===== src/rtl/bist_pkg.sv =====
// Shared types and limits for the MBIST read-side comparator.
package bist_pkg;

  typedef enum logic [1:0] {
    IDLE  = 2'd0,
    RUN   = 2'd1,
    DRAIN = 2'd2,
    DONE  = 2'd3
  } cmp_state_t;

  localparam int MAX_RD_LAT = 4;

  // Drain timer width: must hold RD_LAT and still reach terminal count zero.
  function automatic int drain_cnt_w(input int rd_lat);
    return $clog2(rd_lat + 2);
  endfunction

endpackage


===== src/rtl/bist_comparator_if.sv =====
// Read-compare strobe bus and result bus between BIST controller and comparator.
interface bist_comparator_if #(
  parameter int length     = 12,
  parameter int width      = 8,
  parameter int FAIL_CNT_W = 8
);

  logic                  start;
  logic                  rd_en;
  logic                  last;
  logic [length-1:0]     addr;
  logic [width-1:0]      exp_data;
  logic [width-1:0]      rd_data;
  logic                  busy;
  logic                  done;
  logic                  fail;
  logic [FAIL_CNT_W-1:0] fail_cnt;
  logic [length-1:0]     first_fail_addr;
  logic [width-1:0]      first_fail_diff;

  modport master (
    output start, rd_en, last, addr, exp_data, rd_data,
    input  busy, done, fail, fail_cnt, first_fail_addr, first_fail_diff
  );

  modport slave (
    input  start, rd_en, last, addr, exp_data, rd_data,
    output busy, done, fail, fail_cnt, first_fail_addr, first_fail_diff
  );

endinterface


===== src/rtl/bist_delay_line.sv =====
// Valid-qualified shift register; clr flushes every valid bit in one cycle.
module bist_delay_line #(
  parameter int W     = 8,
  parameter int DEPTH = 1
) (
  input  logic         clk,
  input  logic         reset,
  input  logic         clr,
  input  logic         in_valid,
  input  logic [W-1:0] in_data,
  output logic         out_valid,
  output logic [W-1:0] out_data
);

  logic [DEPTH-1:0]        valid_q, valid_d;
  logic [DEPTH-1:0][W-1:0] data_q, data_d;

  always_comb begin
    valid_d    = valid_q;
    data_d     = data_q;
    valid_d[0] = in_valid & ~clr;
    data_d[0]  = in_data;
    for (int i = 1; i < DEPTH; i++) begin
      valid_d[i] = valid_q[i-1] & ~clr;
      data_d[i]  = data_q[i-1];
    end
  end

  always_ff @(posedge clk or negedge reset) begin
    if (!reset) begin
      valid_q <= '0;
      data_q  <= '0;
    end else begin
      valid_q <= valid_d;
      data_q  <= data_d;
    end
  end

  assign out_valid = valid_q[DEPTH-1];
  assign out_data  = data_q[DEPTH-1];

endmodule


===== src/rtl/bist_comparator.sv =====
// MBIST read-side response analyser: aligns read strobes to memory latency,
// XOR-compares returned data and accumulates pass/fail results.
//
// state | meaning
// IDLE  | after reset, waiting for start
// RUN   | accepting read strobes
// DRAIN | last read issued, flushing RD_LAT+1 cycles of compares
// DONE  | results stable until next start
module bist_comparator
  import bist_pkg::*;
#(
  parameter int length     = 12,
  parameter int width      = 8,
  parameter int RD_LAT     = 1,
  parameter int FAIL_CNT_W = 8
) (
  input logic              clk,
  input logic              reset,
  bist_comparator_if.slave bus
);

  localparam int DW = drain_cnt_w(RD_LAT);
  localparam logic [DW-1:0] DRAIN_LOAD = DW'(RD_LAT);

  cmp_state_t state_q, state_d;
  logic [DW-1:0] drain_q, drain_d;

  logic                  fail_q, fail_d;
  logic [FAIL_CNT_W-1:0] fail_cnt_q, fail_cnt_d;
  logic [length-1:0]     ffa_q, ffa_d;
  logic [width-1:0]      ffd_q, ffd_d;

  logic                    pipe_in_valid;
  logic                    pipe_out_valid;
  logic [length+width-1:0] pipe_out_data;
  logic [length-1:0]       cmp_addr;
  logic [width-1:0]        cmp_exp;
  logic [width-1:0]        cmp_diff;
  logic                    mismatch;

  // Strobes only enter the pipe in RUN; a start cycle never contributes.
  assign pipe_in_valid = bus.rd_en & (state_q == RUN) & ~bus.start;

  bist_delay_line #(
    .W     (length + width),
    .DEPTH (RD_LAT)
  ) u_pipe (
    .clk       (clk),
    .reset     (reset),
    .clr       (bus.start),
    .in_valid  (pipe_in_valid),
    .in_data   ({bus.addr, bus.exp_data}),
    .out_valid (pipe_out_valid),
    .out_data  (pipe_out_data)
  );

  assign {cmp_addr, cmp_exp} = pipe_out_data;
  assign cmp_diff = bus.rd_data ^ cmp_exp;
  assign mismatch = pipe_out_valid & (cmp_diff != '0);

  always_comb begin
    state_d = state_q;
    drain_d = drain_q;
    if (bus.start) begin
      state_d = RUN;
      drain_d = '0;
    end else begin
      case (state_q)
        RUN: begin
          if (bus.rd_en && bus.last) begin
            state_d = DRAIN;
            drain_d = DRAIN_LOAD;
          end
        end
        DRAIN: begin
          if (drain_q == '0) begin
            state_d = DONE;
          end else begin
            drain_d = drain_q - DW'(1);
          end
        end
        default: ;
      endcase
    end
  end

  always_comb begin
    fail_d     = fail_q;
    fail_cnt_d = fail_cnt_q;
    ffa_d      = ffa_q;
    ffd_d      = ffd_q;
    if (bus.start) begin
      fail_d     = 1'b0;
      fail_cnt_d = '0;
      ffa_d      = '0;
      ffd_d      = '0;
    end else if (mismatch) begin
      fail_d = 1'b1;
      if (!fail_q) begin
        ffa_d = cmp_addr;
        ffd_d = cmp_diff;
      end
      if (fail_cnt_q != '1) begin
        fail_cnt_d = fail_cnt_q + FAIL_CNT_W'(1);
      end
    end
  end

  always_ff @(posedge clk or negedge reset) begin
    if (!reset) begin
      state_q    <= IDLE;
      drain_q    <= '0;
      fail_q     <= 1'b0;
      fail_cnt_q <= '0;
      ffa_q      <= '0;
      ffd_q      <= '0;
    end else begin
      state_q    <= state_d;
      drain_q    <= drain_d;
      fail_q     <= fail_d;
      fail_cnt_q <= fail_cnt_d;
      ffa_q      <= ffa_d;
      ffd_q      <= ffd_d;
    end
  end

  assign bus.busy            = (state_q == RUN) || (state_q == DRAIN);
  assign bus.done            = (state_q == DONE);
  assign bus.fail            = fail_q;
  assign bus.fail_cnt        = fail_cnt_q;
  assign bus.first_fail_addr = ffa_q;
  assign bus.first_fail_diff = ffd_q;

endmodule


===== src/flat_wrapper.sv =====
// flat-port wrapper written by rule: the top's interface ports become plain ports
module bist_comparator_flat import bist_pkg::*;
#(
  parameter int length     = 12,
  parameter int width      = 8,
  parameter int RD_LAT     = 1,
  parameter int FAIL_CNT_W = 8
)
  (clk, reset, bus_start, bus_rd_en, bus_last, bus_addr, bus_exp_data, bus_rd_data, bus_busy, bus_done, bus_fail, bus_fail_cnt, bus_first_fail_addr, bus_first_fail_diff);
  bist_comparator_if #(.length(length), .width(width), .FAIL_CNT_W(FAIL_CNT_W)) bus_i ();
  input logic clk;
  input logic reset;
  input wire logic [$bits(bus_i.start)-1:0] bus_start;
  input wire logic [$bits(bus_i.rd_en)-1:0] bus_rd_en;
  input wire logic [$bits(bus_i.last)-1:0] bus_last;
  input wire logic [$bits(bus_i.addr)-1:0] bus_addr;
  input wire logic [$bits(bus_i.exp_data)-1:0] bus_exp_data;
  input wire logic [$bits(bus_i.rd_data)-1:0] bus_rd_data;
  output wire logic [$bits(bus_i.busy)-1:0] bus_busy;
  output wire logic [$bits(bus_i.done)-1:0] bus_done;
  output wire logic [$bits(bus_i.fail)-1:0] bus_fail;
  output wire logic [$bits(bus_i.fail_cnt)-1:0] bus_fail_cnt;
  output wire logic [$bits(bus_i.first_fail_addr)-1:0] bus_first_fail_addr;
  output wire logic [$bits(bus_i.first_fail_diff)-1:0] bus_first_fail_diff;
  assign bus_i.start = bus_start;
  assign bus_i.rd_en = bus_rd_en;
  assign bus_i.last = bus_last;
  assign bus_i.addr = bus_addr;
  assign bus_i.exp_data = bus_exp_data;
  assign bus_i.rd_data = bus_rd_data;
  assign bus_busy = bus_i.busy;
  assign bus_done = bus_i.done;
  assign bus_fail = bus_i.fail;
  assign bus_fail_cnt = bus_i.fail_cnt;
  assign bus_first_fail_addr = bus_i.first_fail_addr;
  assign bus_first_fail_diff = bus_i.first_fail_diff;
  bist_comparator #(.length(length), .width(width), .RD_LAT(RD_LAT), .FAIL_CNT_W(FAIL_CNT_W)) u_core (.clk(clk), .reset(reset), .bus(bus_i));
endmodule

===== config.mk =====
export PLATFORM = sky130hd
export DESIGN_NAME = bist_comparator_flat
export DESIGN_NICKNAME = d
export VERILOG_FILES = /design/src/rtl/bist_pkg.sv /design/src/rtl/bist_comparator_if.sv /design/src/rtl/bist_delay_line.sv /design/src/rtl/bist_comparator.sv /design/src/flat_wrapper.sv
export SDC_FILE = /design/constraint.sdc
export NUM_CORES = 1
export LEC_CHECK = 0
export CORE_MARGIN = 3
export CORE_UTILIZATION = 40
export DETAILED_ROUTE_END_ITERATION = 12
export PLACE_DENSITY = 0.69
export SLEW_MARGIN = 20
export SYNTH_ARGS = -nofsm -noshare
export SYNTH_HDL_FRONTEND = slang
export SYNTH_SLANG_ARGS = --single-unit

===== constraint.sdc =====
create_clock -name clk -period 2.3 [get_ports clk]
set_input_delay 0.46 -clock clk [delete_from_list [all_inputs] [get_ports clk]]
set_output_delay 0.46 -clock clk [all_outputs]
set_load 0.01 [all_outputs]

* After elaboration in Yosys (flattened, before gate mapping)
Cells that the tools add are included.
** Word-level totals
- Register bits after elaboration :: 54
- Input port bits :: 33
- Output and inout bits :: 31
- Logic and storage cells :: 54
** Cells by class
- Add/sub/neg operators :: 2
- Equal/unequal tests :: 8
- Muxes and demuxes :: 19
- Bitwise gates (word level) :: 6
- Reductions and logical operators :: 11
** Operators with widths (count)
- $mux 8 :: 6
- $mux 12 :: 3
- $mux 2 :: 6
- $add 8x1->8 const B :: 1
- $ne 8x8->1 const B :: 1
- $pmux 2 s2 :: 2
- $reduce_bool 8->1 :: 1
- $xor 8x8->8 :: 1
- $ne 3x3->1 const B :: 2
- $reduce_and 3->1 :: 2
- $and 1x1->1 :: 4
- $eq 2x2->1 const B :: 2
- $reduce_and 2->1 :: 2
- $reduce_bool 2->1 :: 2
- $ne 3x2->1 const B :: 1
- $reduce_bool 3->1 :: 1
- $eq 2x1->1 const B :: 1
- $logic_not 2->1 :: 1
- $mux 1 :: 2
- $ne 2x2->1 const B :: 1
- $sub 2x1->2 const B :: 1
- $logic_and 1x1->1 :: 1
- $logic_or 1x1->1 :: 1
- $not 1->1 :: 1

* Logic depth before layout (Yosys ltp)
- Word-level depth :: 5
- Depth in mapped cells :: 7
- Gate-level depth less buffers :: 7

* Cells and area by module
From an unflattened synthesis, not the netlist that was laid out.
** Unflattened totals
- Cells, all modules :: 183
- Area, all modules :: 2219.6 µm²
** Modules (own cells, without submodules)
- bist_comparator :: instances 1, cells each 161, area an instance 1680.4 µm², sequential area each 825.8 µm²
- bist_delay_line :: instances 1, cells each 22, area an instance 539.3 µm², sequential area each 525.5 µm²

* Worst setup path after synthesis
OpenSTA, ideal clock, no wires.
- Kind :: reg-to-reg
- Start point :: register u_core.state_q[0]
- End point :: register u_core.drain_q[0]
- Setup time :: 104 ps
- Arrival :: 1683 ps
- Data required time :: 2196 ps
- Slack :: 514 ps
- Cell stages (with the launch flop) :: 8
- Path buffers :: 0
- Period minus slack after synthesis :: 1786 ps
- Path through :: dfrtp_1 inv_1 ha_1 nor2b_1 a311oi_4 nor2_1 mux2_2 a221oi_1
** On the way
- Longest elaborated chain between the ends :: 3
- Elaborated cells between the ends (all ways) :: 8
- Those cells by class :: 4 x eq/ne; 2 x mux; 2 x reduce/logical
** Ends and longest elaborated chain
- from (decl) :: RTL line bist_comparator.sv:25 : cmp_state_t state_q, state_d;
- from (signal assigned) :: RTL line bist_comparator.sv:118 : state_q <= state_d;
- $eq 2x2->1 or $eq 2x1->1 (tied branches) :: RTL line bist_comparator.sv:68 : case (state_q)
- $ne 3x3->1 (no line), or another cell as far along
- $reduce_and 3->1 (no line) or $mux 2 (tied branches)
- to (signal assigned) :: RTL line bist_comparator.sv:119 : drain_q <= drain_d;
- to (decl) :: RTL line bist_comparator.sv:26 : logic [DW-1:0] drain_q, drain_d;
Several ways; a longest one is shown, not always the timed one.
A chain may end at the register's enable or synchronous reset.

* Worst setup path in the final report
- Start point :: register u_core.state_q[0]
- End point :: output port bus_busy
** On the way
- Longest elaborated chain between the ends :: 2
- Elaborated cells between the ends (all ways) :: 3
- Those cells by class :: 2 x eq/ne; 1 x reduce/logical
** Ends and longest elaborated chain
- $eq 2x1->1 or $eq 2x2->1 (tied branches) :: RTL line bist_comparator.sv:127 : assign bus.busy = (state_q == RUN) || (state_q == DRAIN);
- $logic_or 1x1->1 * :: RTL line bist_comparator.sv:127
- to (decl) :: RTL line flat_wrapper.sv:19 : output wire logic [$bits(bus_i.busy)-1:0] bus_busy;
Mark *: on every way between the ends. The rest lies on a longest branch, timed or not.

==> flow_summary_export.csv <==
group,metric,value,unit
critical_path,path_class,"reg2out",
critical_path,cp.depth,4,
clocking,cts_buffers,5,
timing,slew_viol_final,0,
floorplanning,die_area,6560,um2
drt,drtAntennaViolNets,0,
logic_synthesis,async_reset_ff_share,100.0,%
critical_path,crit_top_cell,"inv_1",
placement,dp_hpwl,3143,um
clocking,clockBufferDepth,2,
logic_synthesis,syn_inst,178,
timing,worst_pin_slew,584.7,ps
clocking,path_clk_slew,90,ps
critical_path,cp-startpoint,"u_core.state_q[0]",
drt,drtIter0Drc,71,
floorplanning,die-width,81.00,um
cells_and_area,fin_util,57.50,%
timing,holdWs,148.8,ps
grt,grt_overflow,0,
timing,min_period,2082,ps
critical_path,crit_fanout,4,
timing,fin_setup_tns,0,ps
drt,routed_wl,4354,um
timing,skew,5.006,ps
critical_path,worstSetupEndpoint,"bus_busy",
logic_synthesis,ys_ff_latch,54,
clocking,clock_sinks,54,
critical_path,required,1840,ps
timing,finalCritPeriodShare,90.53,%
critical_path,reg2reg_to,"u_core.drain_q[0]",
logic_synthesis,yosysUniqueCellTypes,36,
critical_path,regToRegStartpoint,"u_core.state_q[0]",
status,status,"finished, final reports clean",
cells_and_area,drive_gt1_share,10.61,%
critical_path,cp_num_buf_inv,3,
floorplanning,rows,26,
floorplanning,ioPinCount,64,
drt,dr.pass1.iters,4,
grt,grt_max_degree,33,
critical_path,startpoint_type,"register",
timing,setup_viol,0,
critical_path,cpMaxStageDelayCell,"clkdlybuf4s50_1",
drt,drc,0,
logic_synthesis,synth_ff_type,"dfrtp_1",
clocking,post_cts_buffers,0,
critical_path,crit_arrival,1620,ps
timing,rsz0062_at_grt,"false",
drt,avgViaCountPerCell,4.971,
floorplanning,core,5270,um2
floorplanning,initial_core_util,42.69,%
grt,grt_pass1_vias,1547,
critical_path,crit_chain,"inv_1, ha_1, inv_1, clkdlybuf4s50_1",
clocking,clk_latency,300,ps
min_path,hold_path.class,"in2async",
critical_path,worst-r2r-cell-count,7,
drt,routedWlPerCell,13.82,um
grt,grt_usage,14.34,%
run,cap_violations,0,
clocking,cts_root_buf,"clkbuf_8",
critical_path,r2r_slack,460,ps
grt,grt_antenna_before_repair,0,
clocking,htreeDepth,2,
timing,fmax,480.3,MHz
timing,hold_violations,0,
logic_synthesis,synth_edf_count,0,
cells_and_area,fin_nets,283,
pwr,irDropWorstVdd,0.3035,mV
floorplanning,die_h,81.00,um
placement,placed_area,2952,um2
clocking,postCtsResizedCells,0,
logic_synthesis,synth_area,2250,um2
pwr,leakage,1.260,nW
timing,relSlewSlack,61.02,%
critical_path,endpoint_kind,"output pin",
clocking,cts_hold_buf,0,
clocking,cts_tree,"yes",
cells_and_area,fillCellCount,453,
pwr,powerDensity,610.9,nW/um2
cells_and_area,n_antenna_cell,0,
placement,gp_congestion,0.8016,
grt,grt_first_pass_wirelength,7272,um
critical_path,max_stage_delay,520,ps
critical_path,critPathTopFamily,"buffers and inverters",
drt,vias,1566,
logic_synthesis,synth_area_per_cell,12.64,um2
cells_and_area,stdcell_area,3030,um2
logic_synthesis,syn_nets,216,
placement,port_buffers,63,
logic_synthesis,yosysSeqAreaShare,60.07,%
logic_synthesis,synth.yosys.warnings,0,
cells_and_area,area_delta_synth_final,34.71,%
-- power breakdown --
| group | leakage [nW] | internal, mW | switching, mW | total [mW] |
|---|---|---|---|---|
| sequential | 0.697 | 0.999 | 0.0328 | 1.03 |
| clock | 0.0438 | 0.205 | 0.286 | 0.491 |
| combinational | 0.519 | 0.182 | 0.147 | 0.329 |
-- kinds of logic (layout without fill, tap and decap cells) --
kind of cell,count (synthesis),in the layout,synth area share (%)
and+or+nand+nor,52,52,12.18
adders and majority gates,5,5,2.781
buffers and inverters,15,82,4.616
muxes,14,14,6.285
xor gates and xnor gates,9,9,3.504
AOI/OAI and AO/OA,29,29,10.57
DFF,54,54,60.07
-- worst register-to-register path, stage by stage (launching register included) --
cell,delay [ps]
dfrtp_1,410
inv_1,60
ha_1,260
nor2b_1,180
a311oi_4,290
nor2_1,70
mux2_2,260
a221oi_1,220
-- through the flow --
step,setup slack [ps],total power [mW],std cells
floorplan,513.6,1.213,178
global placement,136.9,1.379,308
detailed placement,110.5,1.384,308
CTS,204.1,1.877,315
global route,146.7,1.944,315
finish,217.8,1.851,315
-- synth_stat cells (2+ instances only) --
master,n,area [um2]
ha_1,5,62.56
buf_12,2,40.04
and4_4,2,22.52
clkbuf_1,3,11.26
a21oi_1,8,40.04
mux2i_1,13,130.1
inv_1,8,30.03
a211oi_1,4,30.03
nor2_2,3,18.77
nand2_1,3,11.26
a211oi_2,5,62.56
dfrtp_1,54,1351
and3_1,2,12.51
nand3_1,4,20.02
buf_6,2,22.52
nor2_1,24,90.09
o31ai_1,2,15.01
or3_1,3,18.77
nand4_1,2,12.51
o21ai_0,4,20.02
or4_1,2,15.01
xnor2_1,9,78.83
-- registers in the layout, summed over array words and instances, names as in the netlist --
signal / cells
u_core.bus.first_fail_diff: 8
u_core.bus.fail_cnt: 8
u_core.drain_q: 2
u_core.u_pipe.out_data: 20
u_core.bus.first_fail_addr: 12
u_core.state_q: 2
u_core.bus.fail: 1
u_core.u_pipe.out_valid: 1
-- area by class of cell --
class                           instances  area, um2  area share [%]
Sequential cell                        54       1351           44.59
Multi-Input combinational cell        109      802.0           26.47
Timing Repair Buffer                   67      680.7           22.46
Tap cell                               70      87.58           2.890
Clock buffer                            5      68.82           2.271
Inverter                                8      30.03          0.9909
Clock inverter                          2      10.01          0.3303
-- worst min path at each step --
| stage | endpoint | slack (ps) | cells past startpoint | from |
|---|---|---|---|---|
| floorplan | u_core.bus.fail | 160 | 0 | reset |
| global placement | u_core.bus.first_fail_addr[9] | 470 | 2 | u_core.u_pipe.out_data[17] |
| detailed placement | u_core.bus.first_fail_addr[7] | 490 | 2 | u_core.u_pipe.out_data[15] |
| CTS | u_core.drain_q[0] | 170 | 1 | reset |
| global route | u_core.drain_q[0] | 190 | 1 | reset |
| finish | u_core.drain_q[0] | 150 | 1 | reset |
-- routing by layer --
layer / vias up / global-route usage [%] / share of wire [%]
met5: - / 0 / 0
met4: 0 / 4.054 / 1.1
met3: 6 / 3.659 / 5.6
met2: 45 / 22.17 / 47
met1: 765 / 20.03 / 46
li1: 750 / - / -
-- cell usage in the layout (no fill, tap or decap) --
master	instances
and3b_1	1
clkdlybuf4s50_1	62
a221oi_1	1
ha_1	5
dfrtp_1	54
nand3_1	4
nand2_1	3
buf_12	2
a32o_1	1
or3_1	3
or2_2	1
a311oi_4	1
nand4b_1	1
a211oi_4	1
and4_1	1
o21ai_0	4
o32a_1	1
nor2_1	24
or4_1	2
o21a_1	1
and3_1	2
xnor2_1	9
and4_4	2
nand4_1	2
mux2_2	1
mux2i_1	13
buf_2	1
buf_4	2
nor3_1	1
inv_1	8
a21oi_1	8
o31ai_1	2
nor2_2	3
a211oi_2	4
a211oi_1	4
clkbuf_8	5
o211ai_1	1
and2_4	1
clkinv_2	2
nor2b_1	1
Power figures use the tool's default switching activity.
